--- config.mk ---
export PLATFORM = sky130hd
export DESIGN_NAME = instr_fetch_reg
export DESIGN_NICKNAME = d
export VERILOG_FILES = /design/src/rtl/instr_fetch_reg_pkg.sv /design/src/rtl/instr_fetch_reg_pc_reg.sv /design/src/rtl/instr_fetch_reg.sv
export SDC_FILE = /design/constraint.sdc
export NUM_CORES = 1
export LEC_CHECK = 0
export ABC_AREA = 1
export ABC_CLOCK_PERIOD_IN_PS = 13100
export CAP_MARGIN = 20
export CORE_MARGIN = 2
export CORE_UTILIZATION = 52
export CTS_CLUSTER_DIAMETER = 50
export DETAILED_ROUTE_END_ITERATION = 10
export GPL_ROUTABILITY_DRIVEN = 0
export PLACE_DENSITY = 0.86
export SYNTH_ARGS = -nofsm -noshare
export SYNTH_HDL_FRONTEND = slang
export SYNTH_SLANG_ARGS = --single-unit
--- constraint.sdc ---
create_clock -name clk -period 13.1 [get_ports clk]
set_clock_uncertainty 0.2 [all_clocks]
set_input_delay 1.31 -clock clk [delete_from_list [all_inputs] [get_ports clk]]
set_output_delay 1.31 -clock clk [all_outputs]
set_load 0.02 [all_outputs]
--- src/rtl/instr_fetch_reg_pkg.sv ---
// Shared CPU constants and the fetch FSM state encoding.
// The package is imported by both the fetch top and its fetch-address register.
package instr_fetch_reg_pkg;

   localparam int unsigned XLEN = 32;
   localparam int unsigned ILEN = 32;
   localparam logic [XLEN-1:0] ADDR_STEP = 32'd4;

   typedef enum logic [1:0] {
      ST_REQ   = 2'd0,
      ST_HOLD  = 2'd1,
      ST_DRAIN = 2'd2
   } fetch_state_e;

   function automatic logic [XLEN-1:0] word_align(input logic [XLEN-1:0] addr);
      return {addr[XLEN-1:2], 2'b00};
   endfunction

endpackage

--- src/rtl/instr_fetch_reg_pc_reg.sv ---
// Loadable 32-bit address register with a +4 increment.
// Its asynchronous reset returns the register to RESET_VAL.
module instr_fetch_reg_pc_reg
   import instr_fetch_reg_pkg::*;
#(
   parameter logic [XLEN-1:0] RESET_VAL = '0
) (
   input  logic            clk,
   input  logic            rst,
   input  logic            load_i,
   input  logic [XLEN-1:0] load_val_i,
   input  logic            inc_i,
   output logic [XLEN-1:0] q_o
);

   logic [XLEN-1:0] addr_q;

   // A load takes precedence over an increment; the increment wraps modulo 2^32.
   always_ff @(posedge clk or posedge rst) begin
      if (rst) begin
         addr_q <= RESET_VAL;
      end else if (load_i) begin
         addr_q <= load_val_i;
      end else if (inc_i) begin
         addr_q <= addr_q + ADDR_STEP;
      end
   end

   assign q_o = addr_q;

endmodule

--- src/rtl/instr_fetch_reg.sv ---
// Instruction fetch unit with an instruction register and a REQ/HOLD/DRAIN handshake FSM.
// state | meaning:  REQ = request at fetch_pc | HOLD = IR valid, waiting for decode | DRAIN = finish the stale request
module instr_fetch_reg
   import instr_fetch_reg_pkg::*;
#(
   parameter logic [XLEN-1:0] RESET_PC = 32'h0000_0000
) (
   input  logic            clk,
   input  logic            rst,
   output logic            imem_req,
   output logic [XLEN-1:0] imem_addr,
   input  logic            imem_ready,
   input  logic [ILEN-1:0] imem_rdata,
   output logic            ir_valid,
   input  logic            ir_ready,
   output logic [ILEN-1:0] ir,
   output logic [15:0]     imm16,
   output logic [XLEN-1:0] pc,
   output logic [XLEN-1:0] pc_plus4,
   input  logic            redirect,
   input  logic [XLEN-1:0] redirect_pc,
   output logic [XLEN-1:0] fetch_count
);

   fetch_state_e    state_q;
   logic [ILEN-1:0] ir_q;
   logic [XLEN-1:0] pc_q;
   logic            ir_valid_q;
   logic [XLEN-1:0] fetch_count_q;
   logic [XLEN-1:0] drain_addr_q;
   logic [XLEN-1:0] fetch_pc_q;
   logic [XLEN-1:0] fetch_pc_d;
   logic            fetch_pc_load;
   logic            fetch_pc_inc;

   // Redirect wins over ir_ready, so an accept coinciding with a redirect neither advances nor counts.
   always_comb begin
      fetch_pc_load = redirect;
      fetch_pc_d    = word_align(redirect_pc);
      fetch_pc_inc  = (state_q == ST_HOLD) && ir_ready && !redirect;
   end

   instr_fetch_reg_pc_reg #(
      .RESET_VAL (RESET_PC)
   ) u_fetch_pc (
      .clk        (clk),
      .rst        (rst),
      .load_i     (fetch_pc_load),
      .load_val_i (fetch_pc_d),
      .inc_i      (fetch_pc_inc),
      .q_o        (fetch_pc_q)
   );

   always_ff @(posedge clk or posedge rst) begin
      if (rst) begin
         state_q       <= ST_REQ;
         ir_q          <= '0;
         pc_q          <= RESET_PC;
         ir_valid_q    <= 1'b0;
         fetch_count_q <= '0;
         drain_addr_q  <= RESET_PC;
      end else begin
         case (state_q)
            ST_REQ: begin
               if (redirect) begin
                  // A response in the same cycle is dropped; otherwise the old request must still complete.
                  if (!imem_ready) begin
                     drain_addr_q <= fetch_pc_q;
                     state_q      <= ST_DRAIN;
                  end
               end else if (imem_ready) begin
                  ir_q       <= imem_rdata;
                  pc_q       <= fetch_pc_q;
                  ir_valid_q <= 1'b1;
                  state_q    <= ST_HOLD;
               end
            end
            ST_HOLD: begin
               if (redirect) begin
                  ir_valid_q <= 1'b0;
                  state_q    <= ST_REQ;
               end else if (ir_ready) begin
                  ir_valid_q    <= 1'b0;
                  fetch_count_q <= fetch_count_q + 32'd1;
                  state_q       <= ST_REQ;
               end
            end
            ST_DRAIN: begin
               if (imem_ready) begin
                  state_q <= ST_REQ;
               end
            end
            default: begin
               state_q <= ST_REQ;
            end
         endcase
      end
   end

   assign imem_req    = !rst && (state_q != ST_HOLD);
   assign imem_addr   = (state_q == ST_DRAIN) ? drain_addr_q : fetch_pc_q;
   assign ir_valid    = ir_valid_q;
   assign ir          = ir_q;
   assign imm16       = ir_q[15:0];
   assign pc          = pc_q;
   assign pc_plus4    = pc_q + ADDR_STEP;
   assign fetch_count = fetch_count_q;

endmodule

# Word-level counts from Yosys, hierarchy flattened
# Index checks and enable logic that the tools add are counted.
# totals
regBits	163
output_inout_bits	178
input_bits	69
# op_classes
n_addsub	3
bitwise_logic	2
reduce_logical	13
mux	15
n_eq_ne	9
# op_table
operator	n
$mux 32	3
$add 32x3->32 const B	2
$add 32x1->32 const B	1
$mux 2	6
$ne 3x3->1 const B	3
$reduce_and 3->1	3
$reduce_and 4->1	2
$ne 2x2->1 const B	3
$pmux 2 s3	1
$mux 1	4
$reduce_bool 2->1	2
$logic_and 1x1->1	3
$eq 2x1->1 const B	1
$eq 2x2->1 const B	1
$logic_not 1->1	2
$logic_not 2->1	1
$ne 2x1->1 const B	1
$not 1->1	2
$pmux 1 s2	1

# Logic depth before layout (Yosys ltp)
# depth
depth_word	5
mapped_depth	11
depth_no_buf	10

# Cells and area by module
# From an unflattened synthesis, not the netlist that was laid out.
# unflattened
cells_unflattened	1114
hier_area_um2	8874.8
# by_module_without_submodules
mod	cells_per_inst	area_each_um2	instances
instr_fetch_reg	801	6673.9	1
instr_fetch_reg_pc_reg	313	2200.9	1

# Worst setup path before layout
# OpenSTA, ideal clock, no wires.
# synth_timing
kind	register to output
start	reg pc_q[3], in the netlist pc[3]
end	out pc_plus4[18]
slack_ns	9.832
n_path_buf	0
t_arrival_ns	1.758
stages_incl_launch_ff	8
required_ns	11.590
cell_sequence	dfrtp_1 ha_1 nand3_2 nor3_4 nand2_4 inv_2 nand2_1 xnor2_1
# synth_via
elab_chain_len	1
# synth_lines
element	line_no	text
start, declared	instr_fetch_reg.sv:27	logic [XLEN-1:0] pc_q;
start signal, assigned	instr_fetch_reg.sv:73	pc_q <= fetch_pc_q;
$add 32x3->32	instr_fetch_reg.sv:106	assign pc_plus4 = pc_q + ADDR_STEP;
end, declared	instr_fetch_reg.sv:19	output logic [XLEN-1:0] pc_plus4,
# Every way passes these cells.

# Worst setup path in the final report
# layout_timing
start	reg state_q[0]
end	out imem_addr[24]
# layout_via
elab_chain_len	2
# layout_lines
element	line_no	text
start, declared	instr_fetch_reg.sv:25	fetch_state_e state_q;
start signal, assigned	instr_fetch_reg.sv:56	state_q <= ST_REQ;
start signal, assigned	instr_fetch_reg.sv:69	state_q <= ST_DRAIN;
start signal, assigned	instr_fetch_reg.sv:75	state_q <= ST_HOLD;
$eq 2x2->1	instr_fetch_reg.sv:101	assign imem_addr = (state_q == ST_DRAIN) ? drain_addr_q : fetch_pc_q;
$mux 32	instr_fetch_reg.sv:101	
end, declared	instr_fetch_reg.sv:11	output logic [XLEN-1:0] imem_addr,
# Every way passes these cells.

==> results.md <==
- Critical setup path kind: reg2out
- Vias in the first global route: 7718
- Wire length per cell: 15.9 microns
- Antenna violations before repair: 1
- NumNets Final: 1399
- I/O Pins: 247
- Seq cells post-synth: 157
- CTS Buf Count: 17
- Postcts setup bufs: 0
- Biggest area consumer among synthesized cells: dfrtp_1
- DIE WIDTH: 133 microns
- FP Rows: 47
- Starting DRT DRC Count: 787
- Top cells by count, synth: nand2_1, nor2_1, dfrtp_1
- Slew of the pin with the lowest slew margin: 1.08 ns
- Status: complete, no violations
- Fin crit share: 0.330
- Initial Utilization: 0.528
- Drt first pass iters: 6
- Clock tree buffer depth: 2
- CTS Hold Buffers Added: 0
- Number of fill cells: 1183
- Pwr/cell area: 165 nW/um^2
- CORE AREA: 16400 sq um
- Data arrival, critical path: 2.81 ns
- Setup TNS Final: 0 ns
- Clock period minus worst slack: 4.32 ns
- Top cell type's share of synthesized area: 0.453
- Worst relative slew slack: 0.278
- Critical Path Start Type: register
- Cell area after synthesis: 8670 sq um
- Worst-path clk slew: 0.06 ns
- Skew-Pair Late Insertion Delay: 0.43 ns
- Post-CTS sizing: 0
- Post-synthesis async set-or-reset flop share: 1.00
- GR Overflow Total: 0
- LEAKAGE: 0.00518 uW
- Vias: 8319
- Post-synthesis cell type count: 37
- EDFF count, synth: 0
- Hpwl dp: 18.2 mm
- Maximum vdd drop: 0.105 mV
- Final hold viol count: 0
- Max-cap violations: 0
- Most frequent cell after synthesis: nand2_1
- Fmax: 232 MHz
- Largest net degree at the start of global routing: 95
- H-tree levels: 4
- Tot Pwr: 1920 uW
- Area grow syn2layout: 34.7%
- Final ANT Viol Nets: 0
- Ys Warns: 0
- Setup crit end kind: primary output
- Final Setup Violations: 0
- CTS root buf: clkbuf_16
- PortBufs: 238
- Seq/Total Area, Yosys: 0.453
- Util after Layout: 0.712
- DRC Markers: 0
- DRT Wirelength: 24.9 mm
- Min-delay worst type: reg2reg
- First-pass GRT wire length: 39.2 mm
- Num Clock Sinks: 157
- Tot GR Track Use: 0.280
- Share of cells above drive strength 1: 0.0784
- Synthesized area per cell: 7.75 sq um
- DR vias/cell: 5.33
- CTS tree: yes
- Synthesized instance count: 1118
- Die Span Y: 133 microns
- CP Max Fanout: 61
- Synth area leaders: dfrtp_1, nand2_1, nor2_1
- Die area: 17700 sq um
- Top_reg_cell synth: dfrtp_1
- CP Data Required Time: 11.59 ns
- RSZ-0062 raised after global routing: no
- Slew Limit Fails: 0
worst max-delay path: stages, from the launching register on:
cell,delay (ns)
dfrtp_1,0.39
inv_1,0.15
nand2_2,0.60
a21oi_1,0.53
clkdlybuf4s50_1,0.67
registers in the layout, summed over array words and instances (netlist names):
signal and flops:
drain_addr_q 30, ir_valid 1, pc 30, u_fetch_pc.q_o 30
fetch_count 32, state_q 2, ir 32
metrics by stage:
step | setup WS (ns) | instances | area [sq um] | hold slack, ns
CTS | 8.80 | 1560 | 11700 | 0.290
detailed placement | 9.03 | 1528 | 11100 | 0.273
global placement | 9.05 | 1528 | 11100 | 0.257
global route | 8.67 | 1561 | 11700 | 0.307
finish | 8.78 | 1561 | 11700 | 0.287
floorplan | 7.36 | 1123 | 8680 | 0.254
cell type report:
type | count | area (sq um) | area share
well taps | 220 | 275 | 0.0236
inverters | 91 | 352 | 0.0301
clock buffers | 20 | 457 | 0.0391
diodes | 1 | 2.50 | 0.000214
multi-input cells | 819 | 4110 | 0.352
repair buffers | 241 | 2400 | 0.206
flip-flops and latches | 157 | 3930 | 0.336
clock inverters | 12 | 151 | 0.0130
layer usage:
metal  vias up  global-route usage  wire length, microns
met4         0               0.109                   763
met2       379               0.471                 12200
met3        58              0.0693                  2100
li1       3957                   -                     -
met5         -                   0                     0
met1      3925               0.350                  9860
layout by cell type, fill, tap and decap left out, drive strengths merged:
cell and count:
a21oi 35, a31oi 1, and2 1, buf 3
bufinv 2, clkbuf 20, clkdlybuf4s50 238, clkinv 2
clkinvlp 1, conb 6, dfrtp 157, diode 1
ha 3, inv 98, mux2 32, nand2 331
nand3 54, nand3b 7, nand4 14, nor2 171
nor3 15, nor3b 2, nor4 1, o211ai 2
o21ai 87, o22ai 4, xnor2 25, xor2 28
power breakdown:
part	switching, uW	internal, uW	total [uW]
combinational	387	325	712
clock	215	297	513
sequential	109	588	697
cell families after synthesis:
family | count (synthesis) | synth area share
flip-flops | 157 | 0.453
AND/OR/NAND/NOR | 596 | 0.294
other | 1 | 0.000433
multiplexers | 32 | 0.0416
AO/OA/AOI/OAI | 129 | 0.0758
XOR/XNOR | 53 | 0.0544
adder cells (fa/ha/maj) | 3 | 0.00433
buffers and inverters | 147 | 0.0762
final timing paths:
| path | from | end | slack [ns] | depth (start not counted) |
|---|---|---|---|---|
| max | state_q[0]$_DFFE_PP0P_ | imem_addr[24] | 8.78 | 4 |
| min | drain_addr_q[14]$_DFFE_PP0P_ | drain_addr_q[14]$_DFFE_PP0P_ | 0.29 | 2 |
| max reg2reg | state_q[1]$_DFFE_PP0P_ | u_fetch_pc.q_o[23]$_DFFE_PP0P_ | 10.73 | 9 |
| min reg2reg | drain_addr_q[14]$_DFFE_PP0P_ | drain_addr_q[14]$_DFFE_PP0P_ | 0.29 | 2 |
| max in group asynchronous | rst | u_fetch_pc.q_o[8]$_DFFE_PP0P_ | 10.02 | 3 |
| min in group asynchronous | rst | ir[16]$_DFFE_PP0P_ | 1.22 | 2 |
Note: power is estimated with default switching activity, not from simulation.
